## config.mk

```make
export PLATFORM = sky130hd
export DESIGN_NAME = scale_accum_pipe
export DESIGN_NICKNAME = d
export VERILOG_FILES = /design/src/rtl/scale_accum_pipe.sv
export SDC_FILE = /design/constraint.sdc
export NUM_CORES = 1
export LEC_CHECK = 0
export ABC_AREA = 1
export CORE_MARGIN = 2
export CORE_UTILIZATION = 28
export DETAILED_ROUTE_END_ITERATION = 16
export GPL_TIMING_DRIVEN = 0
export PLACE_DENSITY_LB_ADDON = 0.3
export SETUP_SLACK_MARGIN = 0.5
export SYNTH_ARGS = -nofsm -noshare
export SYNTH_HDL_FRONTEND = slang
export SYNTH_SLANG_ARGS = --single-unit
```

## constraint.sdc

```tcl
create_clock -name clk -period 4.82 [get_ports clk]
set_input_delay 0.482 -clock clk [delete_from_list [all_inputs] [get_ports clk]]
set_output_delay 0.482 -clock clk [all_outputs]
set_load 0.005 [all_outputs]
```

## src/rtl/scale_accum_pipe.sv

```systemverilog
// Scale-and-accumulate block: each sample is scaled by a fixed-point coefficient,
// thresholded, and summed with saturation over blocks of BLOCK_LEN samples.
module scale_accum_pipe #(
    parameter int DATA_W    = 32,
    parameter int SCALE_W   = 16,
    parameter int FRAC_W    = 8,
    parameter int SCALE     = 384,
    parameter int THRESHOLD = 2,
    parameter int BLOCK_LEN = 4,
    parameter int ACC_W     = 48,
    parameter int CNT_W     = $clog2(BLOCK_LEN + 1)
) (
    input  logic              clk,
    input  logic              rst_n,
    input  logic [DATA_W-1:0] in_data,
    input  logic              in_valid,
    output logic              in_ready,
    input  logic              flush,
    output logic [ACC_W-1:0]  out_data,
    output logic [CNT_W-1:0]  out_count,
    output logic              out_sat,
    output logic              out_valid,
    input  logic              out_ready
);
    localparam int PROD_W = DATA_W + SCALE_W;
    localparam int SUM_W  = ((ACC_W > PROD_W) ? ACC_W : PROD_W) + 1;

    typedef enum logic [1:0] {IDLE, ACCUM, DONE} state_t;

    state_t            state_q, state_d;
    logic [ACC_W-1:0]  acc_q, acc_d;
    logic [CNT_W-1:0]  cnt_q, cnt_d;
    logic [CNT_W-1:0]  smp_q, smp_d;
    logic              sat_q, sat_d;

    logic [PROD_W-1:0] product;
    logic [PROD_W-1:0] scaled;
    logic [SUM_W-1:0]  sum_wide;
    logic              pass;
    logic              clip;
    logic              accept;
    logic              last_smp;

    assign product  = PROD_W'(in_data) * PROD_W'(SCALE);
    assign scaled   = product >> FRAC_W;
    assign pass     = scaled > PROD_W'(THRESHOLD);
    // One spare bit above the wider operand catches any overflow past ACC_W.
    assign sum_wide = SUM_W'(acc_q) + SUM_W'(scaled);
    assign clip     = |sum_wide[SUM_W-1:ACC_W];

    assign in_ready = (state_q != DONE);
    assign accept   = in_valid & in_ready;
    assign last_smp = ((smp_q + 1'b1) == CNT_W'(BLOCK_LEN));

    always_comb begin
        state_d = state_q;
        acc_d   = acc_q;
        cnt_d   = cnt_q;
        smp_d   = smp_q;
        sat_d   = sat_q;
        case (state_q)
            IDLE, ACCUM: begin
                if (accept) begin
                    smp_d = smp_q + 1'b1;
                    if (pass) begin
                        cnt_d = cnt_q + 1'b1;
                        if (clip) begin
                            acc_d = '1;
                            sat_d = 1'b1;
                        end else begin
                            acc_d = sum_wide[ACC_W-1:0];
                        end
                    end
                    state_d = (last_smp || flush) ? DONE : ACCUM;
                end else if (flush && (state_q == ACCUM)) begin
                    state_d = DONE;
                end
            end
            DONE: begin
                if (out_ready) begin
                    state_d = IDLE;
                    acc_d   = '0;
                    cnt_d   = '0;
                    smp_d   = '0;
                    sat_d   = 1'b0;
                end
            end
            default: state_d = IDLE;
        endcase
    end

    always_ff @(posedge clk) begin
        if (!rst_n) begin
            state_q <= IDLE;
            acc_q   <= '0;
            cnt_q   <= '0;
            smp_q   <= '0;
            sat_q   <= 1'b0;
        end else begin
            state_q <= state_d;
            acc_q   <= acc_d;
            cnt_q   <= cnt_d;
            smp_q   <= smp_d;
            sat_q   <= sat_d;
        end
    end

    // Result fields are forced to zero whenever no result is being presented.
    assign out_valid = rst_n && (state_q == DONE);
    assign out_data  = out_valid ? acc_q : '0;
    assign out_count = out_valid ? cnt_q : '0;
    assign out_sat   = out_valid ? sat_q : 1'b0;

endmodule

```

---- After elaboration in Yosys (flattened, before gate mapping) ----
Cells that the tools add are included.
operators by class
  $lt $le $gt $ge ......................... 1
  bitwise operators ....................... 1
  muxes and demuxes ....................... 24
  multipliers ............................. 1
  shift-type cells ........................ 0
  reductions and logical operators ........ 10
  eq/ne operators ......................... 9
  $add $sub $neg .......................... 3
  divide/modulo/power cells ............... 0
operators by type and width
  cell                   number
  $mux 48                5
  $pmux 48 s2            1
  $add 48x33->49         1
  $mul 32x2->34 const B  1
  $gt 33x2->1 const B    1
  $mux 3                 5
  $pmux 3 s2             2
  $ne 2x2->1 const B     5
  $mux 2                 4
  $add 3x1->3 const B    2
  $mux 1                 5
  $reduce_and 5->1       1
  $pmux 2 s2             1
  $reduce_and 4->1       1
  $eq 3x3->1 const B     1
  $ne 3x3->1 const B     1
  $reduce_and 3->1       1
  $eq 2x1->1 const B     1
  $eq 2x2->1 const B     1
  $logic_and 1x1->1      2
  $logic_not 2->1        1
  $pmux 1 s2             1
  $reduce_and 2->1       1
  $reduce_bool 2->1      1
  other kinds (3)        3
word-level totals
  memories ................................ 0
  RAM bits ................................ 0
  latch bits .............................. 0
  bits of input ports ..................... 37
  memory bits (read-only) ................. 0
  flip-flop bits (word level) ............. 57

---- Logic depth before layout (Yosys ltp) ----
  word-level depth ........................ 6
  depth in mapped cells ................... 31
  mapped depth without buffers ............ 30

---- Worst setup path after synthesis ----
OpenSTA, ideal clock, no wires.
  kind .................................... input -> register
  start point ............................. in in_data[0]
  end point ............................... reg acc_q[23]
  required time ........................... 4.688 ns
  data arrival time ....................... 3.575 ns
  setup time .............................. 0.132 ns
  cell stages on the path ................. 27
  slack ................................... 1.113 ns
  cells stage by stage .................... ha_1 -> inv_1 -> fa_1 -> inv_1 -> nand2_1 -> nand2_1 -> nand3_1 -> nand2_1 -> nand2_1 -> nand2_1 -> nand2_1 -> nand2_1 -> nand2_1 -> nand2_1 -> inv_1 -> ha_1 -> nand2_1 -> inv_1 -> a21oi_1 -> o21ai_0 -> o21bai_1 -> nand2_1 -> nor2_2 -> clkbuf_1 -> a31oi_1 -> nand3_1 -> a21oi_1
on the way
  word-level cells in the longest chain between the ends .. 6
  elaborated cells on any way between the ends .. 9
RTL lines
  what                  RTL line  source
  start, declared       15        input logic [DATA_W-1:0] in_data,
  $mul 32x2->34 (*)     44        assign product = PROD_W'(in_data) * PROD_W'(SCALE);
  $add 48x33->49        48        assign sum_wide = SUM_W'(acc_q) + SUM_W'(scaled);
  $mux 48               67        if (clip) begin
  $mux 48               65        if (pass) begin
  $mux 48               63        if (accept) begin
  $pmux 48 s2           61        case (state_q)
  end signal, assigned  95        acc_q <= '0;
  end signal, assigned  101       acc_q <= acc_d;
  end, declared         31        logic [ACC_W-1:0] acc_q, acc_d;
Every way passes the cells marked *; elsewhere a longest branch is shown, timed or not. The select of a mux whose other input is x is not followed.
A chain may end at the register's enable or synchronous reset.

---- Worst setup path after layout ----
  start point ............................. in in_data[20]
  end point ............................... reg acc_q[24]
Same word-level chain as after synthesis.

==> metrics.txt <==
Max VDD drop around 180 uV; max-cap violation count 0; FP Rows 64; Synth cell types 35; FF-to-FF setup slack 1.78 ns; Clk network pwr share approximately a fifth; Mapped Avg Cell Area roughly 5.2 sq um; number of synthesized flops with an enable pin 0; Final Hold Viols 0; DIE WIDTH around 180 microns; RePlAce Congestion 0.9556; number of global-route vias before repair between 10000 and 15000; io pins a little over 90; met2 usage 34.70%; Reg2Reg Depth 14; first-pass GRT wire length about 53000 microns; max-slew violation count 0; critical path class primary input to flop; outcome completed; Via density around 4.9; CP Launch Type primary input; prevailing post-synth register cell dfxtp_1; Rel. slew slack between 30% and 40%; sequential area share after synthesis roughly an eighth; Min-Delay Endpoint sat_q; crit end category flop; clock buffer count from CTS 9; Starting Density about 29%; hold slack final 0.4628 ns; CTS tree yes; layout cells sized above 1 9.978%; H-tree levels 3; CP most frequent cell nand2_1; grt met1 use approximately 28%; syn nets between 1500 and 2000; Ys Warns 0; grt total ovfl 0; Worst Hold Class flop to flop; crit path max fanout 7; CP peak stage delay roughly 0.5 ns; register area 0.001141 sq mm; DP HPWL 28150 microns; initial antenna violation count 0; # port buffers 90; RSZ-0062 raised after global routing true; height of the die 181.5 microns; cells after synthesis ~1700; Area contributors post-synth nand2_1 24%, inv_1 14%, dfxtp_1 13%; part of the power in registers 18.9%; met3 Use GR about 2.5%; hold_sp sat_q; clock root buffer clkbuf_16; Pre-antenna DRT Iters 7; hold path cells 2; Clock Skews approximately 0.009 ns; clock sinks 57; CP arrival approximately 4.3 ns; n_diodes 0; grt peak-use layer met2; Worst-Margin Slew roughly 0.95 ns; fin crit period just over 4 ns; Post-Route Utilization roughly 37%; later-pin clock latency in the skew report 0.35 ns; worst path required time 5.02 ns; clock tree buffer depth 2; Post-Layout Inst Area approximately 0.011 sq mm; Placed Area ~0.010 sq mm; sw power about 0.0016 W; Tcrit/Tclk final 85.36%; die area between 0.03 and 0.04 sq mm; DR DRC count 0; Nets 1918; WL per Instance 15.58 microns; P per Cell Area approximately 280 mW/mm^2; largest net degree at the start of global routing 12; area taken by multi-input logic gates between 0.007 and 0.008 sq mm; post-synth top area cell nand2_1; top-area cell type share of the netlist area a little under a quarter; Final Non-Filler Cells about 2200; post-route ant nets 0; slowest stage cell, crit path clkdlybuf4s50_1; Worst-path clk slew 0.06 ns; P_int between 0.0015 and 0.002 W; combinational power share between 60 and 70%; via count between 10000 and 15000; Switching Fraction around half; initial DRC count around 900; worst reg2reg path startpoint acc_q[0]; maximum clock rate 243.1 MHz; async set-reset flop share out of synthesis 0%; All-Layer GR Usage about a fifth; routed wire length between 30000 and 40000 microns; worst-path cell chain clkdlybuf4s50_1 > ha_4 > nand2_1 > nor2_1 > nand2_1 > nor2_1 > nand2_1 > nand4_1 > nand2_1 > ha_1 > a21oi_1 > o21ai_1 > a21oi_2 > nor2_2 > o21bai_1 > nand2_1 > nor2_4 > inv_2 > buf_4 > nor2_1 > nor2_1 > nand3_1 > a21oi_1; FF-to-FF End acc_q[24]; synthesized area ~0.0088 sq mm; Placed Cells between 2000 and 2500; Leak roughly 5.7 nW; Area growth syn-to-layout 29.90%; core footprint a little over 0.03 sq mm; FF+latch count, synth 57; setup violators final 0; Fill cells 3482
==> stage by stage <==
stage	worst slack, ns	setup TNS, ns	total power (W)
6_report	0.7057	0	0.003225
3_5_place_dp	-0.6457	-18.35	0.002353
4_1_cts	0.5010	0	0.003023
2_1_floorplan	1.113	0	0.001865
5_1_grt	0.4637	0	0.003493
3_3_place_gp	-0.6514	-17.89	0.002347
==> layer usage <==
metal	wire length [microns]	share of wire (%)	vias up
met3	2294	6.7	30
met5	0	0	-
met2	15620	45	314
li1	-	-	5527
met4	599	1.7	0
met1	15920	46	4860
==> cells by family after synthesis <==
kind of cell	after synthesis	synth area share, %
simple gates	972	45.75
fa+ha+maj	72	10.38
buf+inv	360	15.80
compound gates	202	11.96
xor+xnor	32	3.177
flops	57	12.93
==> layout make-up <==
cell class / count / area share, %
Timing Repair Buffer: 103 / 9.171
Buffer: 35 / 1.736
Sequential cell: 57 / 9.957
Multi-Input combinational cell: 1278 / 61.73
Tap cell: 396 / 4.324
Inverter: 325 / 10.70
Clock inverter: 7 / 0.4149
Clock buffer: 9 / 1.965
==> registers in the layout, indices dropped and copies added, names as in the netlist <==
register,flops
state_q,2
cnt_q,3
smp_q,3
sat_q,1
acc_q,48
==> critical path, delay by kind of cell <==
| kind | cells | cell delay (ns) |
|---|---|---|
| fa+ha+maj | 2 | 0.68 |
| simple gates | 13 | 1.64 |
| compound gates | 5 | 0.71 |
| buf+inv | 3 | 0.79 |
==> timing repair <==
action,4_1_cts,5_1_grt
buffers inserted,6,6
gates resized for setup,36,172
endpoints found under the setup margin,49,54
pin swaps,4,17
hold buffers,0,0
cloned,0,1
==> power groups by stage <==
stage               clock (W)  combinational (W)  sequential [W]
finish               0.000610            0.00200        0.000611
global route         0.000636            0.00224        0.000621
CTS                  0.000617            0.00180        0.000606
detailed placement          0            0.00174        0.000613
global placement            0            0.00173        0.000613
floorplan                   0            0.00127        0.000592
==> synth_stat cells (all sizes together), types with 3 or more instances <==
| cell | n |
|---|---|
| nand2 | 555 |
| inv | 322 |
| nor2 | 202 |
| nand3 | 151 |
| a21oi | 140 |
| ha | 70 |
| dfxtp | 57 |
| o21ai | 44 |
| nand4 | 34 |
| clkbuf | 24 |
| xor2 | 20 |
| xnor2 | 12 |
| buf | 11 |
| nand3b | 11 |
| nor3 | 10 |
| o21bai | 8 |
| a21o | 4 |
| a31oi | 4 |
| and2 | 3 |
| clkinv | 3 |
| nor4 | 3 |
==> layout by cell type, fill, tap and decap left out, types with 8 or more instances in the layout <==
cell type	Yosys	routed
a21oi_1	139	122
a21oi_2	1	17
buf_4	0	14
clkbuf_1	24	23
clkbuf_16	0	9
clkdlybuf4s50_1	0	69
dfxtp_1	57	57
dlymetal6s2s_1	0	21
ha_1	70	34
ha_4	0	33
inv_1	320	314
nand2_1	554	533
nand2_2	0	17
nand3_1	150	139
nand3_2	1	11
nand3b_1	11	11
nand4_1	33	33
nor2_1	198	169
nor2_2	4	26
o21ai_0	43	28
o21ai_1	1	14
o21bai_1	8	8
xnor2_1	12	12
xor2_1	20	20
==> worst max-delay path by stage <==
stage	start	endpoint	cells after the start
after detailed placement	in_data[1]	acc_q[23]	28
after CTS	in_data[1]	acc_q[30]	27
after global placement	in_data[1]	acc_q[23]	28
final	in_data[20]	acc_q[24]	23
after global routing	in_data[0]	acc_q[42]	29
after floorplan	in_data[0]	acc_q[23]	27
(Power assumes the default switching activity.)
